### config.mk
export PLATFORM = sky130hd
export DESIGN_NAME = packet_classifier
export DESIGN_NICKNAME = d
export VERILOG_FILES = /design/src/rtl/pkt_cls_pkg.sv /design/src/rtl/sess_cam.sv /design/src/rtl/packet_classifier.sv
export SDC_FILE = /design/constraint.sdc
export NUM_CORES = 1
export LEC_CHECK = 0
export CORE_ASPECT_RATIO = 1.4
export CORE_MARGIN = 1
export CORE_UTILIZATION = 50
export CTS_CLUSTER_SIZE = 25
export DETAILED_ROUTE_END_ITERATION = 8
export PLACE_DENSITY = 0.86
export SLEW_MARGIN = 30
export SYNTH_ARGS = -nofsm -noshare
export SYNTH_HDL_FRONTEND = slang
export SYNTH_HIERARCHICAL = 1
export SYNTH_SLANG_ARGS = --single-unit
### constraint.sdc
create_clock -name clk -period 13.5 [get_ports clk]
set_input_delay 2.7 -clock clk [delete_from_list [all_inputs] [get_ports clk]]
set_output_delay 2.7 -clock clk [all_outputs]
set_load 0.02 [all_outputs]
### src/rtl/pkt_cls_pkg.sv
// rtl/pkt_cls_pkg.sv - shared FSM states, sync word and default class tables for packet_classifier
package pkt_cls_pkg;

   typedef enum logic [1:0] {
      ST_HUNT = 2'd0,
      ST_RECV = 2'd1,
      ST_EVAL = 2'd2
   } pkt_state_e;

   localparam logic [7:0] SYNC_WORD = 8'b1010_1011;

   localparam int NUM_DEF_CLASS = 8;

   // Classes 1 (ssh), 2 (telnet) and 7 keep per-session tables
   localparam logic [NUM_DEF_CLASS-1:0] TRACK_MASK = 8'b1000_0110;

   function automatic logic [15:0] class_port(input int idx);
      case (idx)
         0:       return 16'd20;
         1:       return 16'd22;
         2:       return 16'd23;
         3:       return 16'd25;
         4:       return 16'd161;
         5:       return 16'd443;
         6:       return 16'd563;
         7:       return 16'd23399;
         default: return 16'd0;
      endcase
   endfunction

   function automatic logic class_tracked(input int idx);
      if (idx < 0 || idx >= NUM_DEF_CLASS) return 1'b0;
      return TRACK_MASK[idx[2:0]];
   endfunction

endpackage

### src/rtl/sess_cam.sv
// rtl/sess_cam.sv - session-id table: parallel lookup, insert into lowest free slot, full flag
module sess_cam #(
   parameter int DEPTH = 4,
   parameter int KEY_W = 8
) (
   input  logic             clk,
   input  logic             rst,
   input  logic [KEY_W-1:0] key,
   input  logic             insert,
   output logic             hit,
   output logic             full
);

   logic [KEY_W-1:0] entry [DEPTH];
   logic [DEPTH-1:0] valid;
   logic [DEPTH-1:0] free_oh;

   always_comb begin
      hit = 1'b0;
      for (int i = 0; i < DEPTH; i++) begin
         if (valid[i] && (entry[i] == key)) hit = 1'b1;
      end
   end

   assign full    = &valid;
   // Lowest clear bit of valid, as a one-hot slot select
   assign free_oh = ~valid & (valid + 1'b1);

   always_ff @(posedge clk or posedge rst) begin
      if (rst) begin
         valid <= '0;
         for (int i = 0; i < DEPTH; i++) entry[i] <= '0;
      end else if (insert && !hit && !full) begin
         for (int i = 0; i < DEPTH; i++) begin
            if (free_oh[i]) begin
               entry[i] <= key;
               valid[i] <= 1'b1;
            end
         end
      end
   end

endmodule

### src/rtl/packet_classifier.sv
// rtl/packet_classifier.sv - serial sync-framed packet classifier with per-port-class counters
// Per-class session tracking is built only when PKT_SESS_TRACK_EN is defined.
module packet_classifier
   import pkt_cls_pkg::*;
#(
   parameter int NUM_CLASS  = 8,
   parameter int PORT_W     = 16,
   parameter int SESS_W     = 8,
   parameter int CNT_W      = 8,
   parameter int PKT_LEN    = 256,
   parameter int PORT_OFS   = 64,
   parameter int SESS_OFS   = 136,
   parameter int SESS_DEPTH = 4
) (
   input  logic                       clk,
   input  logic                       rst,
   input  logic                       data_in,
   input  logic                       data_valid,
   output logic [31:0]                total_cnt,
   output logic [NUM_CLASS*CNT_W-1:0] class_cnt,
   output logic [CNT_W-1:0]           other_cnt,
   output logic [NUM_CLASS*CNT_W-1:0] sess_cnt,
   output logic [NUM_CLASS-1:0]       sess_ovf,
   output logic                       busy,
   output logic                       pkt_done
);

   localparam int              BC_W     = (PKT_LEN > 1) ? $clog2(PKT_LEN) : 1;
   localparam logic [BC_W-1:0] LAST_BIT = BC_W'(PKT_LEN - 1);
   localparam logic [31:0]     PORT_LO  = PORT_OFS;
   localparam logic [31:0]     PORT_HI  = PORT_OFS + PORT_W - 1;

   pkt_state_e           state;
   logic [7:0]           shreg;
   logic [7:0]           shreg_nxt;
   logic [BC_W-1:0]      bit_cnt;
   logic [31:0]          bit_idx;
   logic [PORT_W-1:0]    port_q;
   logic                 sync_hit;
   logic                 in_port;
   logic                 eval;
   logic [NUM_CLASS-1:0] match;
   logic [NUM_CLASS-1:0] win;
   logic                 no_match;

   logic [CNT_W-1:0]     cls_cnt [NUM_CLASS];
   logic [CNT_W-1:0]     oth_cnt;
   logic [31:0]          tot_cnt;

   // Sync is judged on the register value including the bit arriving this cycle
   assign shreg_nxt = {shreg[6:0], data_in};
   assign sync_hit  = data_valid && (shreg_nxt == SYNC_WORD);
   assign bit_idx   = 32'(bit_cnt);
   assign in_port   = (bit_idx >= PORT_LO) && (bit_idx <= PORT_HI);
   assign eval      = (state == ST_EVAL);
   assign busy      = (state != ST_HUNT);
   assign pkt_done  = eval;

   assign total_cnt = tot_cnt;
   assign other_cnt = oth_cnt;

   always_ff @(posedge clk or posedge rst) begin
      if (rst) begin
         state   <= ST_HUNT;
         shreg   <= '0;
         bit_cnt <= '0;
         port_q  <= '0;
      end else begin
         if (data_valid) shreg <= shreg_nxt;
         case (state)
            ST_HUNT: begin
               if (sync_hit) begin
                  state   <= ST_RECV;
                  bit_cnt <= '0;
               end
            end
            ST_RECV: begin
               if (data_valid) begin
                  if (in_port) port_q <= {port_q[PORT_W-2:0], data_in};
                  if (bit_cnt == LAST_BIT) begin
                     state   <= ST_EVAL;
                     bit_cnt <= '0;
                  end else begin
                     bit_cnt <= bit_cnt + 1'b1;
                  end
               end
            end
            ST_EVAL: state <= ST_HUNT;
            default: state <= ST_HUNT;
         endcase
      end
   end

`ifdef PKT_SESS_TRACK_EN
   localparam logic [31:0] SESS_LO = SESS_OFS;
   localparam logic [31:0] SESS_HI = SESS_OFS + SESS_W - 1;

   logic [SESS_W-1:0] sess_q;
   logic              in_sess;

   assign in_sess = (bit_idx >= SESS_LO) && (bit_idx <= SESS_HI);

   always_ff @(posedge clk or posedge rst) begin
      if (rst) begin
         sess_q <= '0;
      end else if ((state == ST_RECV) && data_valid && in_sess) begin
         sess_q <= {sess_q[SESS_W-2:0], data_in};
      end
   end
`endif

   // Lowest matching class index wins
   always_comb begin
      logic found;
      found = 1'b0;
      win   = '0;
      for (int i = 0; i < NUM_CLASS; i++) begin
         if (match[i] && !found) begin
            win[i] = 1'b1;
            found  = 1'b1;
         end
      end
   end

   assign no_match = ~|match;

   always_ff @(posedge clk or posedge rst) begin
      if (rst) begin
         tot_cnt <= '0;
         oth_cnt <= '0;
         for (int i = 0; i < NUM_CLASS; i++) cls_cnt[i] <= '0;
      end else if (eval) begin
         tot_cnt <= tot_cnt + 32'd1;
         if (no_match && (oth_cnt != '1)) oth_cnt <= oth_cnt + 1'b1;
         for (int i = 0; i < NUM_CLASS; i++) begin
            if (win[i] && (cls_cnt[i] != '1)) cls_cnt[i] <= cls_cnt[i] + 1'b1;
         end
      end
   end

   for (genvar i = 0; i < NUM_CLASS; i++) begin : g_class
      localparam logic [PORT_W-1:0] CLASS_PORT = PORT_W'(class_port(i));

      assign match[i] = (i < NUM_DEF_CLASS) && (port_q == CLASS_PORT);
      assign class_cnt[i*CNT_W +: CNT_W] = cls_cnt[i];

`ifdef PKT_SESS_TRACK_EN
      if (class_tracked(i)) begin : g_trk
         logic             hit;
         logic             full;
         logic [CNT_W-1:0] s_cnt;
         logic             ovf;

         sess_cam #(
            .DEPTH (SESS_DEPTH),
            .KEY_W (SESS_W)
         ) u_cam (
            .clk    (clk),
            .rst    (rst),
            .key    (sess_q),
            .insert (eval && win[i]),
            .hit    (hit),
            .full   (full)
         );

         always_ff @(posedge clk or posedge rst) begin
            if (rst) begin
               s_cnt <= '0;
               ovf   <= 1'b0;
            end else if (eval && win[i] && !hit) begin
               if (!full) begin
                  if (s_cnt != '1) s_cnt <= s_cnt + 1'b1;
               end else begin
                  ovf <= 1'b1;
               end
            end
         end

         assign sess_cnt[i*CNT_W +: CNT_W] = s_cnt;
         assign sess_ovf[i]                = ovf;
      end else begin : g_untrk
         assign sess_cnt[i*CNT_W +: CNT_W] = '0;
         assign sess_ovf[i]                = 1'b0;
      end
`else
      assign sess_cnt[i*CNT_W +: CNT_W] = '0;
      assign sess_ovf[i]                = 1'b0;
`endif
   end

   if ((PORT_OFS + PORT_W > PKT_LEN) || (SESS_OFS + SESS_W > PKT_LEN) ||
       (SESS_DEPTH < 1) || (NUM_CLASS < 1) || (PORT_W < 2) || (SESS_W < 2)) begin : g_bad_cfg
      $error("packet_classifier: field placement or sizing outside the payload");
   end

endmodule

==> metrics.txt, run 1 <==
Finished Layout Cells=944; Peak Freq=215 MHz; synth top area cells=dfrtp_1 49%, buf_4 7.9%, xnor2_1 6.1%; Post-synth top cells=137 x dfrtp_1, 74 x buf_4, 50 x nand2_1; largest net degree at the start of global routing=72; Setup crit end kind=register; Max Buffers Root-to-Sink=2; area delta synth->final=22.3%; GRT Util Overall=19.3%; Data required, critical path=13790 ps; Die ar.=0.0146 sq mm; DR DRC count=0; post-synthesis register bit count=137; Initial Util=51.8%; Vias/cell=5.11; setup_tns=0 ps; Die Wd=102 microns; post-detail-place hpwl=9370 microns; peak supply drop=0.0925 mV; Final GP Congestion=0.769; cell family with most CP delay=simple AND/OR/NAND/NOR gates; PwrDens=108 mW/mm^2; DR vias=4821; crit path cell chain=clkdlybuf4s50_1 -> and2b_1 -> nand3_1 -> or4_1 -> mux2_4; startpoint class of the critical path=input port; nets@finish=764; min-delay worst type=register to register; Layout Utilization=63.4%; Post-Synthesis Cells=629; Avg Cell Area, Syn=11.2 sq um; Post-synth EDFFs=0; worst path bufs/invs=1; final wirelength=13100 microns; share of cells above drive strength 1=11.8%; Tot Pwr=0.926 mW; most common cell in the netlist=dfrtp_1; post-route ant nets=0; post-route clock period utilization=34.5%; Core Region=0.0136 sq mm; TritonCTS buffer count=17; crit-path max cell delay=810 ps; clock sink count=137; max cap viols=0; post-CTS setup buffers=0; I/O Buffers=109; fin crit period=4660 ps; Die H=142 microns; Synth Flop Type=dfrtp_1; Post-Place Cells=912; Worst path slowest cell=or4_1; CTS tree=done; GR Overflow Total=0; first-pass GRT wire length=22000 microns; # IOs=182; Synth top area share=48.7%; final setup violation count=0; Yosys top cell by area=dfrtp_1; FP Rows=50; Least-Margin Pin Slew=812 ps; CTS resizes=0; sequential fraction of the synthesis area=48.7%; unique cell type count in the Yosys netlist=55; RSZ-0062 raised after global routing=false; vias in the first global route=4520; worst-path fanout max=16; Cell Area, Synth=0.00704 sq mm; Worst-Skew Late Latency=410 ps; Post-synth ARST share=100%; Pleak=4.03 nW; WS Path Type=input port to register; Final Hold Viols=0; status=complete, no violations; hold buffer count at CTS=0; Max transition margin=45.9%; initial antenna violation count=0; Syn. warnings=6; skew final=9.12 ps; H-tree depth=4; CP Data Arrival Time=4960 ps; Final Max Slew Viols=0; hold_ws=465 ps; Routed WL per cell=13.8 microns; diode count=0; CTS clk-pin slew, worst paths=60 ps; DRT Pass-1 Iters=4; root cell of the clock tree=clkbuf_16; initial DRC count=145
## cell type report
| class | instances | area (sq um) |
|---|---|---|
| well taps | 182 | 228 |
| fillers | 1073 | 4970 |
| clock inverters | 15 | 131 |
| clock buffers | 17 | 425 |
| repair buffers | 111 | 1110 |
| flip-flops and latches | 137 | 3430 |
| multi-input cells | 474 | 3250 |
| inverters | 8 | 35.0 |
## registers in the layout, summed over array words and instances, names as in the netlist
register   count
bit_cnt        8
port_q        16
shreg          7
total_cnt     32
other_cnt      8
class_cnt     64
state          2
## report_power, final
group,internal [mW],leakage [nW],switching (mW)
sequential,0.424,1.88,0.0149
combinational,0.0183,1.89,0.0378
clock,0.241,0.262,0.190
total,0.684,4.03,0.242
## metal layers
| layer | share of wire [%] | track usage [%] | vias to the layer above | wire length (microns) |
|---|---|---|---|---|
| li1 | - | - | 2300 | - |
| met5 | 0 | 0 | - | 0 |
| met2 | 52 | 32.3 | 131 | 6820 |
| met1 | 42 | 23.9 | 2376 | 5530 |
| met3 | 3.9 | 4.96 | 14 | 512 |
| met4 | 1.5 | 6.62 | 0 | 201 |
## layout by cell type (no fill, tap or decap), types with 3 or more instances in the layout
master,synthesis,layout
nand2b_1,6,6
inv_6,0,7
xnor2_1,49,49
clkbuf_16,0,17
and3_1,20,20
clkinv_4,0,3
and2_1,5,5
and4_1,9,9
ha_1,11,11
mux2_4,11,11
mux2_2,20,20
and4b_1,3,3
dfrtp_1,137,137
nor4_1,7,7
nor2_1,32,32
inv_1,7,6
o21ai_0,12,12
conb_1,1,72
or2_2,3,3
nor3_2,3,3
nor3_1,12,12
nand3_1,40,40
xor2_1,45,45
nand2_1,50,50
nand4_1,27,27
clkdlybuf4s50_1,0,109
clkinvlp_4,0,4
## through the flow
step	setup slack (ps)	cell area [sq um]
finish	8840	8600
global route	8760	8600
CTS	8870	8600
detailed placement	8440	8050
global placement	8470	8050
floorplan	7130	7300
## final timing paths
check	start	endpoint	slack, ps	cells after the start
max	data_valid	port_q[1]	8840	5
min	total_cnt[31]	total_cnt[31]	460	1
max reg2reg	port_q[13]	class_cnt[9]	11160	4
min reg2reg	total_cnt[31]	total_cnt[31]	460	1
max in group asynchronous	rst	class_cnt[48]	9470	3
min in group asynchronous	rst	total_cnt[11]	2750	2
## cell families after synthesis
group                      Yosys count  share of synthesized area [%]
and+or+nand+nor                    240                           19.6
DFF                                137                           48.7
xor gates and xnor gates            94                           11.7
buffers and inverters               89                           8.89
muxes                               32                           5.71
AOI/OAI and AO/OA                   25                           3.33
adders and majority gates           11                           1.96
other                                1                         0.0533
Note: power is estimated with default switching activity, not from simulation.
==> inputs of run 2 (changes only) <==
CORE_UTILIZATION = 49   (was 50)
PLACE_DENSITY = 0.84   (was 0.86)
clock period = 4.57 ns   (was 13.5 ns; I/O delays follow)
==> run 2 against run 1 <==
Compared with the run above:
- setup slack got worse by 7100 ps
- worst hold slack improved by 18 ps
- critical path depth did not move
- first-iteration DRC count rose by 19%
- via count fell by 0.17%
- flip-flop and latch count did not move
- largest cell class unchanged
==> metrics.txt, run 2 (synthesis results as in run 1) <==
Finished Cell Area=0.00871 sq mm (+1.2%); Core Region=0.0140 sq mm (+2.9%); status=complete, no violations; WS Path Type=input port to register; Final GP Congestion=0.751 (-2.3%); R2R cell count=4 (unchanged); Initial Util=50.4% (-1.5 points); post-CTS setup buffers=0 (unchanged); hold_ws=483 ps (+18.2 ps); Die H=144 microns (+1.0%); Setup crit start=data_valid; max reg flops=64 (unchanged); PwrDens=342 mW/mm^2 (+220%); first-pass GRT wire length=21900 microns (-0.72%); nets@finish=763 (-0.13%); worst-path fanout max=16 (unchanged); peak supply drop=0.234 mV (+150%); skew final=6.62 ps (-2.50 ps); Max transition margin=46.2% (+0.31 points); FP Rows=51 (+2.0%); final worst slack=1700 ps (-7140 ps); CP Data Arrival Time=3170 ps (-1790 ps); dpl cell area=0.00805 sq mm (about the same); fillcell total=1117 (+4.1%); M3 GR Usage=4.23% (-0.73 points); H-tree depth=4 (unchanged); Die ar.=0.0149 sq mm (+2.0%); Final Max Slew Viols=0 (unchanged); initial antenna violation count=0 (unchanged); fin crit period=2870 ps; post-detail-place hpwl=9130 microns (-2.6%); Max Buffers Root-to-Sink=2 (unchanged); Min-Delay Path Depth=1 (unchanged); root cell of the clock tree=clkbuf_16; post-route clock period utilization=62.9%; Vias/cell=5.09 (-0.38%); Die Wd=103 microns (+1.0%); area delta synth->final=23.7%; Least-Margin Pin Slew=807 ps (-4.65 ps); Sw Share=22.6% (-3.6 points); initial DRC count=172 (+19%); setup_tns=0 ps (unchanged); reg2reg end=class_cnt[9]; pre-CTS setup slack=1270 ps (-7170 ps); commonest non-fill, non-tap cell in the layout=dfrtp_1; Worst-Skew Late Latency=410 ps (about the same); post-route ant nets=0 (unchanged); DRT Pass-1 Iters=4 (unchanged); Setup crit end kind=register; RSZ-0062 raised after global routing=false; P_sw=0.672 mW (+180%); Data required, critical path=4860 ps (-8930 ps); TritonCTS buffer count=17 (unchanged); global routing's busiest layer=met2; Routed WL per cell=13.9 microns (+0.49%); min-delay worst type=register to register; largest net degree at the start of global routing=138 (+92%); Pleak=4.08 nW (+1.1%); CTS clk-pin slew, worst paths=60 ps (about the same); Internal Pwr Total=2.30 mW (+240%); max cap viols=0 (unchanged); Logic pwr share=5.7% (-0.4 points); DR vias=4813 (-0.17%); CTS tree=done; clock sink count=137 (unchanged); share of cells above drive strength 1=11.6% (-0.25 points); Clk pwr share=50.6% (+4.1 points); most frequent cells in the layout=137 x dfrtp_1, 109 x clkdlybuf4s50_1, 72 x conb_1, 50 x nand2_1, 49 x xnor2_1; final wirelength=13200 microns (+0.70%); startpoint class of the critical path=input port; GR Overflow Total=0 (unchanged); Peak Freq=348 MHz; Layout Utilization=62.3% (-1.1 points); R2R Path Start=port_q[12]; hold buffer count at CTS=0 (unchanged); DR DRC count=0 (unchanged); diode count=0 (unchanged); final setup violation count=0 (unchanged); vias in the first global route=4549 (+0.64%); GRT Util Overall=19.1% (-0.23 points); I/O Buffers=109 (unchanged); GR Layer Usage met1=23.4% (-0.56 points); grt met2 use=32.4% (+0.10 points); sequential fraction of design power=43.7% (-3.7 points); worst setup path endpoint=port_q[4]; CTS resizes=0 (unchanged); Worst R2R Setup Slack=2290 ps (-8870 ps); # IOs=182 (unchanged); Final Hold Viols=0 (unchanged)
## run 2: worst min path at each step
stage | startpoint | endpoint | slack (ps)
final | class_cnt[21] | class_cnt[21] | 480
after global routing | class_cnt[21] | class_cnt[21] | 500
after CTS | class_cnt[21] | class_cnt[21] | 490
after detailed placement | class_cnt[21] | class_cnt[21] | 470
after global placement | total_cnt[31] | total_cnt[31] | 460
after floorplan | shreg[6] | shreg[6] | 480
## run 2: per-stage QoR
stage,power [mW],instances
finish,2.97,946
global placement,1.48,914
detailed placement,1.49,914
CTS,3.00,946
global route,3.08,946
floorplan,1.50,700
## run 2: worst max-delay path, stage by stage
cell and delay [ps]:
clkdlybuf4s50_1 690, and2b_1 220, nand3_1 100, or4_1 810
mux2_4 440
## run 2: layer usage
layer  vias to the layer above  wire, microns
met5                         -              0
met4                         0            170
met3                        18            477
met2                       119           6930
met1                      2390           5580
li1                       2286              -
## run 2: final cells by class
class | instances | area (sq um) | share of cell area [%]
flip-flops and latches | 137 | 3430 | 39.4
multi-input cells | 474 | 3250 | 37.3
repair buffers | 110 | 1110 | 12.8
clock buffers | 20 | 457 | 5.25
well taps | 185 | 231 | 2.66
clock inverters | 12 | 196 | 2.26
inverters | 8 | 33.8 | 0.388
## run 2: power groups by stage
stage          registers (mW)  clock network, mW  logic, mW
4_1_cts                  1.30               1.54      0.170
2_1_floorplan            1.30                  0      0.195
3_3_place_gp             1.32                  0      0.165
5_1_grt                  1.31               1.58      0.192
6_report                 1.30               1.51      0.169
3_5_place_dp             1.32                  0      0.169
==> patch, RTL diff (settings of run 2) <==
Change the parameter `PORT_OFS` from 64 to 32.
--- a/src/rtl/packet_classifier.sv
+++ b/src/rtl/packet_classifier.sv
@@ -8,7 +8,7 @@
    parameter int SESS_W     = 8,
    parameter int CNT_W      = 8,
    parameter int PKT_LEN    = 256,
-   parameter int PORT_OFS   = 64,
+   parameter int PORT_OFS   = 32,
    parameter int SESS_OFS   = 136,
    parameter int SESS_DEPTH = 4
 ) (
Check against the original RTL: no difference found for any inputs over 10 cycles, from zero or initial values and one cycle with rst high; that may be too few to reach the edited logic, so the function may still have changed.
==> patch against run 2 <==
Cell area down 2.8%; utilization up 0.62 points; hold slack worse by 0.0076 ns; clock power down 13%; combinational power down 8%; area after synthesis down 3.2%; power down 7.3%; synthesized cell count down 4.5%; setup slack better by 0.074 ns; sequential cell count unchanged; wire length up 1.6%; critical path depth down 2.
==> patch: results (changes against run 2) <==
GRT
  • Met2 usage: 36.2% (+3.8 points)
  • Total global routing track utilization: 19.9% (+0.81 points)
  • Met3 Use GR: 4.14% (-0.094 points)
  • First-pass GRT wire length: 22300 µm (+2.0%)

Timing
  • Hold Slack: 0.475 ns (-0.00761 ns)
  • Clk_skew: 0.0106 ns (+0.00399 ns)

Logic synthesis
  • Sequential fraction of the synthesis area: 50.3% (+1.6 points)
  • Yosys cell types: 50 (-9.1%)
  • Syn avg cell area: 11.3 µm² (+1.3%)
  • Synth top area cells: dfrtp_1, xnor2_1, buf_4
  • Synth cell count leaders: dfrtp_1, buf_4, xnor2_1

Setup path
  • Worst Path Max Fanout: 10 (-6)
  • Worst Setup SP: state[0]$_DFFE_PP0P_
  • Critical R2R Launch: port_q[13]$_DFFE_PP0P_
  • Cells on worst reg2reg path: 6 (+2)
  • R2r endpoint: class_cnt[39]$_DFFE_PP0P_

Pwr
  • Peak VDD IR: 0.000210 V (-10%)
  • P_comb: 156 µW (-8%)
  • Leak Pwr: 3.82 nW (-6.2%)
  • Net Sw Power: 660 µW (-1.8%)

Place
  • Post-DP Area: 0.00787 mm² (-2.3%)
  • Placer Congestion: 0.877 (+17%)
  • HPWL after DPL: 9860 µm (+8.1%)
  • Post-Place Setup Slack: 1.38 ns (+0.109 ns)

Drt
  • Routed wire length per instance: 14.5 µm (+4.5%)
  • Met1 wire length: 5190 µm (-7.0%)
  • Metal3 WL: 567 µm (+19%)

Worst hold path
  • Hold Path End: total_cnt[31]$_DFFE_PP0P_

Run status
  • Status: completed

Finish
  • Fin nets: 742 (-2.8%)
## patch: critical path, delay by kind of cell, from the launching register on
| kind | cells | cell delay (ns) |
|---|---|---|
| AND/OR/NAND/NOR | 1 | 0.22 |
| flip-flops | 1 | 0.45 |
| buffers and inverters | 2 | 0.81 |
## patch: kinds of logic (layout without fill, tap and decap cells)
logic type / count (synthesis) / count (layout) / synth area share, %
and+or+nand+nor: 210 / 210 / 18.3
DFF: 137 / 137 / 50.3
xor gates and xnor gates: 94 / 94 / 12.1
buffers and inverters: 91 / 157 / 9.02
muxes: 31 / 31 / 5.13
AOI/OAI and AO/OA: 25 / 25 / 2.85
adders and majority gates: 12 / 12 / 2.21
other: 1 / 72 / 0.0551
## patch: layout make-up
type / instances / area [µm²]
Fill cell: 1072 / 4990
Sequential cell: 137 / 3430
Multi-Input combinational cell: 444 / 3030
Timing Repair Buffer: 113 / 1150
Clock buffer: 17 / 425
Tap cell: 182 / 228
Clock inverter: 14 / 151
Inverter: 13 / 52.6
